**config.mk**
```make
export PLATFORM = sky130hd
export DESIGN_NAME = imp_x_sub_ex_unit
export DESIGN_NICKNAME = d
export VERILOG_FILES = /design/src/rtl/imp_x_sub_ex_unit.sv
export SDC_FILE = /design/constraint.sdc
export NUM_CORES = 1
export LEC_CHECK = 0
export BUFFER_PORTS_ARGS = -buffer_cell sky130_fd_sc_hd__clkbuf_2
export CAP_MARGIN = 20
export CORE_AREA = 2 2 119 92
export CTS_CLUSTER_SIZE = 10
export DETAILED_ROUTE_END_ITERATION = 16
export DIE_AREA = 0 0 121 94
export HOLD_SLACK_MARGIN = 0.02
export SLEW_MARGIN = 40
export SYNTH_ARGS = -nofsm -noshare
export SYNTH_HDL_FRONTEND = slang
export SYNTH_SLANG_ARGS = --single-unit
export TNS_END_PERCENT = 5
```
**constraint.sdc**
```tcl
create_clock -name i_clk -period 2.75 [get_ports i_clk]
set_input_delay 0.4125 -clock i_clk [delete_from_list [all_inputs] [get_ports i_clk]]
set_output_delay 0.4125 -clock i_clk [all_outputs]
set_load 0.05 [all_outputs]
```
**src/rtl/imp_x_sub_ex_unit.sv**
```systemverilog
// Centring stage: buffers N signed samples, waits for the mean E[x], then streams x_i - E[x] in order.
// Optional build macro IMP_XC_SAT8_EN clamps the centred output to -127..127.
module imp_x_sub_ex_unit #(
  parameter int N = 8
) (
  input  logic       i_clk,
  input  logic       i_rstn,
  input  logic       i_valid,
  input  logic [7:0] i_x,
  output logic       o_in_ready,
  input  logic       i_Ex_done,
  input  logic [8:0] i_Ex,
  output logic       o_xc_valid,
  output logic [8:0] o_xc,
  output logic       o_xc_last,
  output logic       o_busy
);
  localparam int AW = $clog2(N);
  localparam logic [AW-1:0] LAST = AW'(N - 1);

  typedef enum logic [1:0] {S_IDLE, S_FILL, S_WAIT, S_OUT} state_t;

  state_t              r_state, w_next;
  logic [AW-1:0]       r_wr, r_rd;
  logic                r_ex_pend;
  logic signed [8:0]   r_ex;
  logic [7:0]          r_buf [N];
  logic                r_in_ready, r_xc_valid, r_xc_last, r_busy;
  logic signed [8:0]   r_xc;
  logic                w_acc;
  logic signed [8:0]   w_diff, w_xc;

  assign w_acc = i_valid && (r_state == S_IDLE || r_state == S_FILL);

  always_ff @(posedge i_clk or negedge i_rstn) begin
    if (!i_rstn) r_state <= S_IDLE;
    else         r_state <= w_next;
  end

  always_comb begin
    w_next = r_state;
    case (r_state)
      S_IDLE: if (i_valid) w_next = S_FILL;
      S_FILL: if (i_valid && r_wr == LAST) w_next = S_WAIT;
      S_WAIT: if (r_ex_pend || i_Ex_done) w_next = S_OUT;
      S_OUT:  if (r_rd == LAST) w_next = S_IDLE;
      default: w_next = S_IDLE;
    endcase
  end

  // Sample storage has no reset; contents are only read after a full fill.
  always_ff @(posedge i_clk) begin
    if (w_acc) r_buf[r_wr] <= i_x;
  end

  assign w_diff = $signed({r_buf[r_rd][7], r_buf[r_rd]}) - r_ex;

`ifdef IMP_XC_SAT8_EN
  assign w_xc = (w_diff > 9'sd127) ? 9'sd127 :
                (w_diff < -9'sd127) ? -9'sd127 : w_diff;
`else
  assign w_xc = w_diff;
`endif

  always_ff @(posedge i_clk or negedge i_rstn) begin
    if (!i_rstn) begin
      r_wr       <= '0;
      r_rd       <= '0;
      r_ex_pend  <= 1'b0;
      r_ex       <= '0;
      r_in_ready <= 1'b1;
      r_xc_valid <= 1'b0;
      r_xc       <= '0;
      r_xc_last  <= 1'b0;
      r_busy     <= 1'b0;
    end else begin
      if (w_acc) r_wr <= r_wr + 1'b1;
      if (r_state == S_OUT) r_rd <= r_rd + 1'b1;
      // A mean arriving in WAIT is latched here too, so OUT always reads r_ex.
      if (i_Ex_done && r_state != S_OUT) begin
        r_ex      <= $signed(i_Ex);
        r_ex_pend <= 1'b1;
      end else if (r_state == S_OUT && r_rd == LAST) begin
        r_ex_pend <= 1'b0;
      end
      r_xc_valid <= (r_state == S_OUT);
      r_xc       <= (r_state == S_OUT) ? w_xc : 9'sd0;
      r_xc_last  <= (r_state == S_OUT) && (r_rd == LAST);
      r_busy     <= (w_next != S_IDLE);
      r_in_ready <= (w_next == S_IDLE) || (w_next == S_FILL);
    end
  end

  assign o_in_ready = r_in_ready;
  assign o_xc_valid = r_xc_valid;
  assign o_xc       = r_xc;
  assign o_xc_last  = r_xc_last;
  assign o_busy     = r_busy;
endmodule

```
==> metrics <==
Tot GR Track Use=14.12%; Leak=0.001938 µW; Max Cap Violations=0; pwr dens=1290 nW/µm²; cell taking the most area after synthesis=edfxtp_1; TNS Setup=-0.09744 ns; Slew @ Worst Pin=about 0.67 ns; Avg Inst Size Synth=16.47 µm²; DR vias=approximately 2200; synthesis-stage register bit count=95; Seq/Total Area, Yosys=67.98%; num ports=34; DR WL/cell=16.40 µm; Cells after DPL=between 400 and 500; CP Data Required Time=between 2 and 3 ns; final wirelength=7.415 mm; CTS root buf=clkbuf_16; ANT nets after route=0; CTS tree=built; ys flop type=edfxtp_1; VDD IR max=about 0.0005 V; global route total overflow=0; Finish-stage setup viols=2; crit path launch type=flip-flop; synthesized cell area=between 3000 and 4000 µm²; clk slew on worst S/H paths=0.06 ns; Final nets=between 300 and 400; crit path time final=between 2 and 3 ns; Final Hold Fails=0; placement row count=32; H-Tree Depth=3; Die Height=about 94 µm; top cell type's share of synthesized area=approximately half; pre-CTS setup slack=-0.03048 ns; yosys warns=0; vias in the first global route=between 2000 and 2500; clk_skew=0.007915 ns; Synthesized Nets=275; core area=10130 µm²; Yosys cell types=40; final hold slack=approximately 0.11 ns; number of synthesized flops with an enable pin=64; Pre-antenna DRT Iters=4; Async SR Flop Fraction=32.63%; clock sinks=95; first-pass GRT wire length=between 10 and 15 mm; failing checks=negative setup slack; CP max FO=6; Max-slew headroom=55.49%; Post-Synthesis Cells=241; Synth area leaders=edfxtp_1 48%, dfrtp_1 19%, mux4_2 6.2%, ha_1 3.8%, mux4_1 3.3%; dpl hpwl=between 4 and 5 mm; CP Capture Type=flip-flop; total power=6360 µW; gp weighted congestion=roughly 0.79; Buffers on Ports=33; maximum clock path buffer count=2; die area=11370 µm²; initial core utilization=39.19%; drt via density=4.790; fin cells=452; CTS Buf Count=9; critical path class=flip-flop to flip-flop; Inserted Diodes=0; fmax=~0.35 GHz; layout cells sized above 1=36.39%; Hold Path Class=input port to asynchronous set/reset pin; DRC=0; Pins Over Slew Limit=0; status=finished with violations; initial antenna violation count=0; Final WS setup=-0.07938 ns; initial DRC count=195; worst path arrival time=3.03 ns; worst skew pair latency=0.33 ns; RSZ-0062 raised after global routing=true; fin crit share=102.9%; Die Wd=around 120 µm; pin count of the biggest net entering global routing=32; Synth-to-Final Area Change=24.20%
==> Yosys cell counts (4+ instances only) <==
| cell type | instances |
|---|---|
| a21oi_1 | 4 |
| dfrtp_1 | 30 |
| edfxtp_1 | 64 |
| ha_1 | 12 |
| inv_1 | 10 |
| mux2_1 | 6 |
| mux2_2 | 6 |
| mux4_1 | 5 |
| mux4_2 | 11 |
| nand2_1 | 13 |
| nand2b_1 | 4 |
| nor2_1 | 15 |
| nor3_1 | 7 |
| o21ai_1 | 11 |
| xnor2_1 | 4 |
==> through the flow <==
| stage | area, µm² | util, % |
|---|---|---|
| global placement | 4456 | 43.98 |
| global route | 4931 | 48.68 |
| finish | 4931 | 48.68 |
| detailed placement | 4456 | 43.98 |
| CTS | 4880 | 48.17 |
| floorplan | 3986 | - |
==> logic make-up (layout without fill, tap and decap cells) <==
group	Yosys count	after routing	synth area share (%)
AOI/OAI and AO/OA	24	24	3.656
xor gates and xnor gates	7	7	1.733
adders and majority gates	13	13	4.286
buffers and inverters	20	95	2.364
DFF	95	95	67.98
muxes	30	30	13.58
and+or+nand+nor	52	52	6.397
==> timing repair <==
action | CTS | global route
gates resized for setup | 9 | 5
hold buffers | 0 | 0
gates cloned | 1 | 0
setup buffers | 5 | 4
pin swaps | 5 | 11
setup endpoints to repair | 3 | 5
==> cell type report <==
cell class / count / area [µm²]
fill: 865 / 5199
multi-input combinational: 126 / 1237
timing repair buffer: 67 / 478.0
sequential: 95 / 2701
inverter: 12 / 45.04
clock buffer: 11 / 232.7
clock inverter: 5 / 66.31
tap: 136 / 170.2
==> flip-flops by register name (all words and copies together) (netlist names), 2 cells and up <==
signal and count:
o_xc 9, r_buf 64, r_ex 9, r_rd 3, r_state 2, r_wr 3
==> placed cells by master, fill, tap and decap left out, types with 3 or more instances in the layout <==
cell,count
edfxtp_1,64
clkbuf_2,32
buf_4,30
dfrtp_1,28
nor2_1,15
nand2_1,13
mux4_2,12
o21ai_1,10
inv_1,9
ha_1,9
clkbuf_16,9
nor3_1,7
mux2_1,6
mux2_2,5
mux4_1,4
xnor2_1,4
nand2b_1,4
inv_2,3
a21oi_1,3
nor3b_1,3
buf_12,3
==> layer usage <==
| layer | global-route usage (%) | routed length [µm] |
|---|---|---|
| met2 | 21.07 | 3432 |
| met5 | 0 | 0 |
| met3 | 4.005 | 338 |
| met1 | 20.09 | 3590 |
| met4 | 4.360 | 54 |
==> final timing paths <==
kind / startpoint / end / slack, ns / cells past startpoint
min in group i_clk: i_Ex[7] / r_ex[7]$_DFFE_PN0P_ / 0.29 / 3
max reg2reg: r_rd[0]$_DFFE_PN0P_ / o_xc[5]$_DFF_PN0_ / -0.08 / 9
max in group asynchronous: i_rstn / r_rd[1]$_DFFE_PN0P_ / 2.16 / 1
max: r_rd[0]$_DFFE_PN0P_ / o_xc[5]$_DFF_PN0_ / -0.08 / 9
min reg2reg: r_wr[0]$_DFFE_PN0P_ / r_wr[0]$_DFFE_PN0P_ / 0.52 / 1
min: i_rstn / r_state[1]$_DFF_PN0_ / 0.11 / 1
==> where the power goes <==
group	internal (µW)	total (µW)	switching (µW)
clock	716	1220	508
sequential	1850	2050	201
combinational	1570	3090	1520
total	4130	6360	2230
==> worst max-delay path, cell delays in order, from the launching register on <==
cell     delay (ns)
dfrtp_2        0.42
buf_12         0.14
mux4_2         0.48
mux2_4         0.31
ha_4           0.21
nor2b_1        0.12
o21a_1         0.22
o21a_1         0.21
o21ai_1        0.19
or3b_1         0.39
Note: power is estimated with default switching activity, not from simulation.
